$ cat src/rtl/rom_adr_sequencer.sv
// ROM address sequencer: 56-clock word cycle, serial address out (ia), serial instruction in (is).
// Optional macro ROM_RET_STACK_EN adds a one-level return register for jsb_req/ret_req.
module rom_adr_sequencer (
  input  logic       cph2,
  input  logic       pon,
  input  logic       halt,
  input  logic       br_req,
  input  logic       jsb_req,
  input  logic       ret_req,
  input  logic [7:0] br_adr,
  input  logic       is,
  output logic       sync,
  output logic       ia,
  output logic [7:0] pc,
  output logic [5:0] bit_t,
  output logic [9:0] inst,
  output logic       inst_vld,
  output logic [2:0] ack
);

  localparam logic [5:0] BIT_LAST     = 6'd55;
  localparam logic [5:0] ADR_FIRST    = 6'd19;
  localparam logic [5:0] CAPT_FIRST   = 6'd45;
  localparam logic [5:0] CAPT_LAST    = 6'd54;
  localparam logic [2:0] ACK_BR       = 3'b001;
  localparam logic [2:0] ACK_JSB      = 3'b010;
  localparam logic [2:0] ACK_RET      = 3'b100;

  logic [5:0] bitT_q, bitT_d;
  logic [7:0] pc_q, pc_d;
  logic [9:0] capture_q, capture_d;
  logic [9:0] inst_q, inst_d;
  logic       instVld_q, instVld_d;
  logic [2:0] ack_q, ack_d;
  logic       wordEnd;
  logic       iaBit;
  logic [7:0] pcInc;

`ifdef ROM_RET_STACK_EN
  logic [7:0] retR_q, retR_d;
`else
  logic       unusedRetReq;
  assign unusedRetReq = ret_req;
`endif

  assign wordEnd = (bitT_q == BIT_LAST);
  assign pcInc   = pc_q + 8'd1;

  // Address bits go out LSB first during bit times 19..26.
  always_comb begin
    iaBit = 1'b0;
    for (int k = 0; k < 8; k++) begin
      if (bitT_q == ADR_FIRST + 6'(k)) iaBit = pc_q[k];
    end
  end

  always_comb begin
    bitT_d    = wordEnd ? 6'd0 : bitT_q + 6'd1;
    capture_d = capture_q;
    for (int k = 0; k < 10; k++) begin
      if (bitT_q == CAPT_FIRST + 6'(k)) capture_d[k] = is;
    end
  end

  // Word boundary: publish the instruction and pick the next fetch address.
  always_comb begin
    pc_d      = pc_q;
    inst_d    = inst_q;
    instVld_d = 1'b0;
    ack_d     = 3'b000;
`ifdef ROM_RET_STACK_EN
    retR_d    = retR_q;
`endif
    if (wordEnd) begin
      inst_d    = capture_q;
      instVld_d = 1'b1;
      if (halt) begin
        pc_d = pc_q;
`ifdef ROM_RET_STACK_EN
      end else if (ret_req) begin
        pc_d  = retR_q;
        ack_d = ACK_RET;
      end else if (jsb_req) begin
        retR_d = pcInc;
        pc_d   = br_adr;
        ack_d  = ACK_JSB;
`else
      end else if (jsb_req) begin
        pc_d  = br_adr;
        ack_d = ACK_JSB;
`endif
      end else if (br_req) begin
        pc_d  = br_adr;
        ack_d = ACK_BR;
      end else begin
        pc_d = pcInc;
      end
    end
  end

  always_ff @(posedge cph2 or negedge pon) begin
    if (!pon) begin
      bitT_q    <= 6'd0;
      pc_q      <= 8'd0;
      capture_q <= 10'd0;
      inst_q    <= 10'd0;
      instVld_q <= 1'b0;
      ack_q     <= 3'b000;
    end else begin
      bitT_q    <= bitT_d;
      pc_q      <= pc_d;
      capture_q <= capture_d;
      inst_q    <= inst_d;
      instVld_q <= instVld_d;
      ack_q     <= ack_d;
    end
  end

`ifdef ROM_RET_STACK_EN
  always_ff @(posedge cph2 or negedge pon) begin
    if (!pon) retR_q <= 8'd0;
    else      retR_q <= retR_d;
  end
`endif

  assign sync     = (bitT_q >= CAPT_FIRST) && (bitT_q <= CAPT_LAST);
  assign ia       = iaBit;
  assign pc       = pc_q;
  assign bit_t    = bitT_q;
  assign inst     = inst_q;
  assign inst_vld = instVld_q;
  assign ack      = ack_q;

endmodule

$ cat config.mk
export PLATFORM = sky130hd
export DESIGN_NAME = rom_adr_sequencer
export DESIGN_NICKNAME = d
export VERILOG_FILES = /design/src/rtl/rom_adr_sequencer.sv
export SDC_FILE = /design/constraint.sdc
export NUM_CORES = 1
export LEC_CHECK = 0
export CORE_ASPECT_RATIO = 0.8
export CORE_MARGIN = 2
export CORE_UTILIZATION = 49
export DETAILED_ROUTE_END_ITERATION = 8
export GPL_TIMING_DRIVEN = 0
export PLACE_DENSITY = 0.79
export SLEW_MARGIN = 30
export SYNTH_ARGS = -nofsm -noshare
export SYNTH_HDL_FRONTEND = slang
export SYNTH_SLANG_ARGS = --single-unit
$ cat constraint.sdc
create_clock -name cph2 -period 1.9 [get_ports cph2]
set_input_delay 0.285 -clock cph2 [delete_from_list [all_inputs] [get_ports cph2]]
set_output_delay 0.285 -clock cph2 [all_outputs]
set_load 0.1 [all_outputs]
Word-level counts from Yosys, hierarchy flattened
Cells that the tools add are included.

operators by class
  add/subtract/negate cells = 2
  magnitude comparators = 2
  eq/ne operators = 19
  mux-type cells = 16
  bitwise logic cells = 1
  reductions and logical operators = 2

operators by type and width
  cell                                                      number
  equality test 6 bit, second input constant                11
  equality test 6 x 5 -> 1 bit, second input constant       8
  2-to-1 mux 8 bit                                          2
  2-to-1 mux 1 bit                                          10
  adder 8 x 1 -> 8 bit, second input constant               1
  adder 6 x 1 -> 6 bit, second input constant               1
  greater-or-equal comparator 6 bit, second input constant  1
  less-or-equal comparator 6 bit, second input constant     1
  2-to-1 mux 2 bit                                          3
  2-to-1 mux 6 bit                                          1
  AND reduction 2 bit                                       1
  logical AND 1 bit                                         1
  NOT 1 bit                                                 1

word-level totals
  register bits after elaboration = 38
  input port bits = 15
  output and inout port bits = 30
  word-level logic and storage cells = 57

Longest topological paths before layout
Gate-level depths: netlist of the first run.

  depth after elaboration = 9
  gate-level depth with buffers = 7
  gate-level depth less buffers = 6

Worst setup path after synthesis of the first run
Ideal clock, no wire load.

  path kind = register to output
  from = reg bitT_q[1], in the netlist bit_t[1]
  to = out ia
  arrival = 3.337 ns
  required time = 1.615 ns
  slack = -1.722 ns
  cell stages (with the launch flop) = 7
  buffers on the path = 1
  path through = dfrtp_1 > ha_1 > buf_2 > a21oi_1 > a21oi_1 > o311ai_0 > a22oi_1

between the ends
  word-level cells in the longest chain between the ends = 9
  elaborated cells between the ends (all ways) = 16
  classes of those cells = 8 x eq/ne; 8 x mux

ends and longest elaborated chain
  element                         line  text
  start, declared                 29    logic [5:0] bitT_q, bitT_d;
  start signal, assigned          110   bitT_q <= bitT_d;
  equality test 6 x 5 -> 1 bit    53    if (bitT_q == ADR_FIRST + 6'(k)) iaBit = pc_q[k];
  2-to-1 mux 1 bit (7 in series)  53
  2-to-1 mux 1 bit *              53
  end, declared                   13    output logic ia,

Every way passes the cells marked *; elsewhere a longest branch is shown, timed or not.

Worst setup path in the final report of the first run
  from = reg bitT_q[0], in the netlist bit_t[0]
  to = out ia

Same word-level chain as after synthesis.

==> impl_results.md, run 1 <==
* Endpoints failing hold at 0
* Final critical path time including I/O delays and setup at 2.21 ns
* Number of DRC markers in iteration 0 at just over 100
* Final period util at 1.17
* Number of vias per cell at between 5 and 6
* Clock sinks at 37
* Placeable core region at around 3800 sq um
* R2R setup slack at between 0.3 and 0.4 ns
* Number of antenna diodes at 0
* Share of cells above drive strength 1 at 0.328
* I/O pin cnt at 45
* Layout overhead on the synthesized area at 40.5%
* Total CTS buffers at 5
* Setup repair after global routing missed its margin: yes
* Max transition margin at 0.358
* Slew at the pin closest to its max-slew limit at a little under 1 ns
* Kind of start point of the critical path: flop
* Number of enable flip-flop cells after synthesis at 0
* Overall global routing resource usage at 0.205
* Post-synth cell types at 45
* Die height at 59.8 um
* Clock root buffer: sky130_fd_sc_hd__clkbuf_8
* Worst hold margin at between 0.3 and 0.4 ns
* Post-DP HPWL at 2920 um
* Maximum fanout along the worst path at 4
* Run status: finished, violations left
* Wirelength, routed at ~4400 um
* Cell count after synthesis at roughly 190
* Setup violators final at 3
* Kind of end point of the critical path: primary output
* Dominant register cell in the synthesized netlist: sky130_fd_sc_hd__dfrtp_1
* Placement Rows at 20
* Startpoint of the lowest-slack register-to-register path: bit_t[3]
* Synth area leader: sky130_fd_sc_hd__dfrtp_1
* Syn nets at roughly 210
* Routed Antenna Nets at 0
* Path class of the lowest-slack min-delay path: primary input to async pin
* Main area contributors after synthesis: sky130_fd_sc_hd__dfrtp_1 49%, sky130_fd_sc_hd__nand2_1 10%, sky130_fd_sc_hd__mux2_2 5.3%, sky130_fd_sc_hd__ha_1 3.9%, sky130_fd_sc_hd__o21ai_0 2.4%
* Post-synth ARST share at 1.00
* CTS tree: yes
* 1st-pass router iterations at 4
* Cell total after placement at 279
* Area of the die at around 4400 sq um
* Largest net degree at the start of global routing at 29
* Post-detailed-route wirelength per cell at ~15 um
* H-tree lvl count at 2
* Synth top area share at 0.486
* Clock Pin Slew Worst Setup and Hold Paths at around 0.070 ns
* First-pass GRT wire length at around 6800 um
* Number of global-route vias before repair at approximately 1500
* Worst setup path class: flop to primary output
* Static Leakage at about 1.3 nW
* Max VDD drop at between 0.0004 and 0.0005 V
* Depth of the worst register-to-register path at 6
* Area after detailed placement at 2440 sq um
* Net count, final at 273
* MaxCap Viol Count at 0
* Initial Utilization at 0.507
* Longest Clk Path Bufs at 2
* Number of flip-flops and latches in the synthesized netlist at 37
* Pins over their slew limit at 0
* Most frequently used cell type in the post-synthesis netlist: sky130_fd_sc_hd__nand2_1
* Arrival time of data at the critical path endpoint at between 1.5 and 2 ns
* Pwr dens at between 500 and 600 nW/um^2
* Clock latency at the later pin of the worst-skew pair at roughly 0.29 ns
* Initial antenna violation count at 0
* Total number of yosys warnings at 0
* Number of standard cells in the layout, taps in and fillers out at 297
* Floorplan die width at between 70 and 80 um
* Skew final at roughly 0.0085 ns
* Per-instance average area after synthesis at around 9.9 sq um
* Final setup slack of the worst path at -0.314 ns
* Total standard cell area after synthesis at ~1900 sq um
* Pre-CTS setup slack at -0.956 ns
* Proportion of synthesized chip area in sequential cells at 0.486
* Violated checks: negative setup slack
* # DRC at 0
* Total Neg Setup Slack at -0.631 ns
* Most used standard cells in the synthesized netlist: 51 x sky130_fd_sc_hd__nand2_1, 37 x sky130_fd_sc_hd__dfrtp_1, 9 x sky130_fd_sc_hd__mux2_2, 9 x sky130_fd_sc_hd__o21ai_0, 8 x sky130_fd_sc_hd__nor2_1
* Input/output buffers at 41
* Vias post-DR at ~1600
* Aggregate global routing overflow at 0
* Total non-filler cell area in the finished layout at approximately 2700 sq um
* Gpl congestion at between 0.8 and 0.9
* Maximum clock rate at approximately 0.45 GHz
* Data required time at the worst endpoint at ~1.6 ns
* Worst flop-to-flop path endpoint: pc[2]
## routing by layer
metal / up-vias / track usage / wire (um)
met4: 0 / 0.0701 / 79
li1: 785 / - / -
met5: - / 0 / 0
met1: 787 / 0.298 / 2050
met2: 42 / 0.307 / 2090
met3: 11 / 0.0422 / 185
## cell families after synthesis
group                      Yosys count  share of synthesized area
AOI/OAI and AO/OA                   35                      0.125
xor gates and xnor gates             3                     0.0138
buffers and inverters               17                     0.0512
other                                1                    0.00197
adders and majority gates            6                     0.0394
DFF                                 37                      0.486
and+or+nand+nor                     83                      0.219
muxes                               11                     0.0637
## worst max path at each step
stage / from / to / slack, ns / depth (start not counted)
6_report: bit_t[0] / ia / -0.31 / 7
5_1_grt: bit_t[0] / ia / -0.37 / 7
4_1_cts: bit_t[0] / ia / -0.28 / 7
3_5_place_dp: bit_t[0] / ia / -0.96 / 7
3_3_place_gp: bit_t[0] / ia / -0.94 / 7
2_1_floorplan: bit_t[1] / ia / -0.62 / 5
## cell type report
cell class	count	area, sq um
inverters	6	30.0
multi-input cells	139	993
clock buffers	5	68.8
repair buffers	53	495
clock inverters	3	17.5
plain buffers	10	70.1
fillers	280	1080
flip-flops and latches	37	946
well taps	44	55.1
## flip-flops by register name, indices dropped and copies added (netlist names)
signal and flops:
capture_q 10, inst 10, pc 8, bit_t 6, ack 2, inst_vld 1
## stage by stage
step	util	power, mW
final	0.713	1.42
after floorplan	-	0.852
after CTS	0.689	1.44
after detailed placement	0.650	0.904
after global placement	0.646	0.899
after global routing	0.713	1.48
## critical path: stages, from the launching register on
cell and delay [ns]:
sky130_fd_sc_hd__dfrtp_4 0.52, sky130_fd_sc_hd__clkinvlp_4 0.15, sky130_fd_sc_hd__ha_4 0.18, sky130_fd_sc_hd__nand2_1 0.08, sky130_fd_sc_hd__o21ai_2 0.14, sky130_fd_sc_hd__o311ai_2 0.12
sky130_fd_sc_hd__a22oi_2 0.23, sky130_fd_sc_hd__buf_12 0.21
## timing repair
action | CTS | global route
gates resized for setup | 56 | 24
hold buffers | 1 | 0
endpoints found under the hold margin | 9 | 0
setup buffers | 2 | 8
pin swaps | 3 | 8
endpoints found under the setup margin | 29 | 11
cloned | 0 | 0
## cell usage in the layout (no fill, tap or decap), types with 3 or more instances in the layout
cell                               n
sky130_fd_sc_hd__xor2_1            3
sky130_fd_sc_hd__dfrtp_2           7
sky130_fd_sc_hd__buf_12            3
sky130_fd_sc_hd__nor3b_1           3
sky130_fd_sc_hd__nand2_1          51
sky130_fd_sc_hd__clkinvlp_4        3
sky130_fd_sc_hd__clkbuf_2          6
sky130_fd_sc_hd__nor2_1            7
sky130_fd_sc_hd__o21ai_0           8
sky130_fd_sc_hd__nor3_2            3
sky130_fd_sc_hd__buf_4            10
sky130_fd_sc_hd__dfrtp_1          27
sky130_fd_sc_hd__o22ai_1           5
sky130_fd_sc_hd__buf_6             6
sky130_fd_sc_hd__clkdlybuf4s50_1  11
sky130_fd_sc_hd__ha_4              5
sky130_fd_sc_hd__clkbuf_8          5
sky130_fd_sc_hd__a21oi_1           5
sky130_fd_sc_hd__nand3_1           6
sky130_fd_sc_hd__dfrtp_4           3
sky130_fd_sc_hd__dlygate4sd2_1    20
sky130_fd_sc_hd__mux2_2            9
sky130_fd_sc_hd__a21oi_2           4
## power breakdown
| group | leakage, nW | switching, mW | internal [mW] |
|---|---|---|---|
| clock network | 0.0439 | 0.279 | 0.253 |
| logic | 0.750 | 0.0462 | 0.0425 |
| registers | 0.461 | 0.00453 | 0.797 |
| total | 1.25 | 0.329 | 1.09 |
(Power assumes the default switching activity.)
==> run 2: changes to the inputs <==
- CAP_MARGIN: default -> 0
==> results of run 2 <==
The final DEF is identical to that of run 1; final timing and power are the same.
==> run 3: changes to the inputs <==
- SLEW_MARGIN: 30 -> 10
==> impl_results.md, run 3 (synthesis gave the netlist of run 1 again) <==
* Arrival time of data at the critical path endpoint at 1.92 ns
* Startpoint of the lowest-slack register-to-register path: bit_t[3]
* R2R setup slack at 0.29 ns
* Termination of the worst setup path: ia
* Delay of the slowest critical-path stage at about 0.52 ns
* Max transition margin at 0.362
* Critical path depth in cells at 6
* Vias post-DR at 1603
* Setup repair after global routing missed its margin: yes
* Net count, final at 266
* Share of cells above drive strength 1 at 0.276
* Layout overhead on the synthesized area at 37.5%
* Start point of the critical path: bit_t[0]
* Final core utilization at 0.698
* Placeable core region at about 3800 sq um
* Most used cells in the layout excluding fill and tap cells: 51 x sky130_fd_sc_hd__nand2_1, 27 x sky130_fd_sc_hd__dfrtp_1, 18 x sky130_fd_sc_hd__dlygate4sd2_1
* Max VDD drop at approximately 0.00065 V
* Worst setup path class: flop to primary output
* CTS tree: yes
* Kind of end point of the critical path: primary output
* Final critical path time including I/O delays and setup at approximately 2.2 ns
* Path class of the lowest-slack min-delay path: primary input to async pin
* 1st-pass router iterations at 5
* Number of antenna diodes at 0
* Routed Antenna Nets at 0
* Number of standard cells in the layout, taps in and fillers out at 290
* Pwr dens at 647 nW/um^2
* Setup violators final at 3
* Endpoints failing hold at 0
* Number of global-route vias before repair at about 1500
* Gpl congestion at about 0.81
* MaxCap Viol Count at 0
* Longest Clk Path Bufs at 2
* Die height at 59.8 um
* Final period util at 1.16
* Static Leakage at between 1 and 1.5 nW
* Run status: finished, violations left
* Depth of the worst register-to-register path at 6
* Clock Pin Slew Worst Setup and Hold Paths at roughly 0.070 ns
* Number of DRC markers in iteration 0 at approximately 120
* Chain of cells forming the critical path: ha_4, buf_6, a311oi_2, o311ai_1, a22oi_2, buf_8
* Cell total after placement at approximately 280
* Sum of buffers and inverters on the critical path at 2
* Initial antenna violation count at 0
* Pins over their slew limit at 0
* Worst hold margin at 0.373 ns
* Clock sinks at 37
* Clock root buffer: sky130_fd_sc_hd__clkbuf_8
* Final setup slack of the worst path at -0.306 ns
* Largest net degree at the start of global routing at 31
* Post-DP HPWL at 2890 um
* # DRC at 0
* Maximum clock rate at ~0.45 GHz
* Number of vias per cell at ~5.5
* H-tree lvl count at 2
* Slew at the pin closest to its max-slew limit at approximately 0.96 ns
* Violated checks: negative setup slack
* Wirelength, routed at between 4000 and 5000 um
* Area of the die at approximately 4400 sq um
* Initial Utilization at 0.507
* Placement Rows at 20
* Aggregate global routing overflow at 0
* First-pass GRT wire length at approximately 7000 um
* Skew final at 0.0102 ns
* Worst flop-to-flop path endpoint: pc[2]
* Post-detailed-route wirelength per cell at 14.8 um
* Maximum fanout along the worst path at 10
* Most common cell after layout, fill and taps aside: sky130_fd_sc_hd__nand2_1
* I/O pin cnt at between 40 and 50
* Total CTS buffers at 5
* Dominant delay contributor by cell family on the critical path: compound AO/OA/AOI/OAI gates
* Clock latency at the later pin of the worst-skew pair at 0.29 ns
* Kind of start point of the critical path: flop
* Overall global routing resource usage at 0.215
* Data required time at the worst endpoint at between 1.5 and 2 ns
* Input/output buffers at 41
* Floorplan die width at about 74 um
* Cell with the biggest individual delay on the critical path: sky130_fd_sc_hd__dfrtp_4
==> run 3: changes by cell type in the layout (fill, tap and decap cells not counted), sizes merged <==
cell           delta
buf               -7
bufinv            +2
clkbuf            -1
clkdlybuf4s15     +3
clkinv            -1
clkinvlp          -3
dlygate4sd2       -2
inv               +2
==> run 3: final cells by class <==
cell class | count | area, sq um
Buffer | 11 | 81.3
Fill cell | 283 | 1130
Timing Repair Buffer | 45 | 427
Clock buffer | 5 | 68.8
Multi-Input combinational cell | 139 | 953
Sequential cell | 37 | 946
Inverter | 6 | 22.5
Clock inverter | 3 | 65.1
Tap cell | 44 | 55.1
==> run 3: how the worst min path moves through the flow <==
stage	slack (ns)	cells past startpoint	endpoint
2_1_floorplan	-0.01	0	ack[0]
3_3_place_gp	0.45	2	inst[5]
3_5_place_dp	0.15	1	inst[8]
4_1_cts	0.38	2	bit_t[1]
5_1_grt	0.40	2	inst[8]
6_report	0.37	2	inst[8]
==> run 3: power breakdown <==
part	internal, mW	total (mW)	switching (mW)
Combinational	0.0425	0.0885	0.0460
Clock	0.521	0.805	0.283
Sequential	0.797	0.801	0.00447
==> run 3: metrics by stage <==
stage | setup TNS [ns] | setup slack [ns] | instance area (sq um) | power, mW
floorplan | -0.798 | -0.616 | 1960 | 0.852
global route | -0.612 | -0.346 | 2620 | 1.75
global placement | -14.73 | -0.942 | 2420 | 0.899
detailed placement | -1.87 | -0.961 | 2440 | 0.904
CTS | -0.460 | -0.284 | 2630 | 1.71
finish | -0.509 | -0.306 | 2620 | 1.69
==> run 3: timing repair <==
item	4_1_cts	5_1_grt
endpoints found under the setup margin	29	12
buffers inserted	2	0
gates resized for setup	56	11
hold endpoints to repair	7	0
pin swaps	3	0
hold buffers	1	0
==> run 3: layer usage <==
layer	GRT usage	wire length, um	vias up
li1	-	-	770
met1	0.306	2000	771
met2	0.329	2000	53
met3	0.0422	208	9
met4	0.0727	68	0
met5	0	0	-
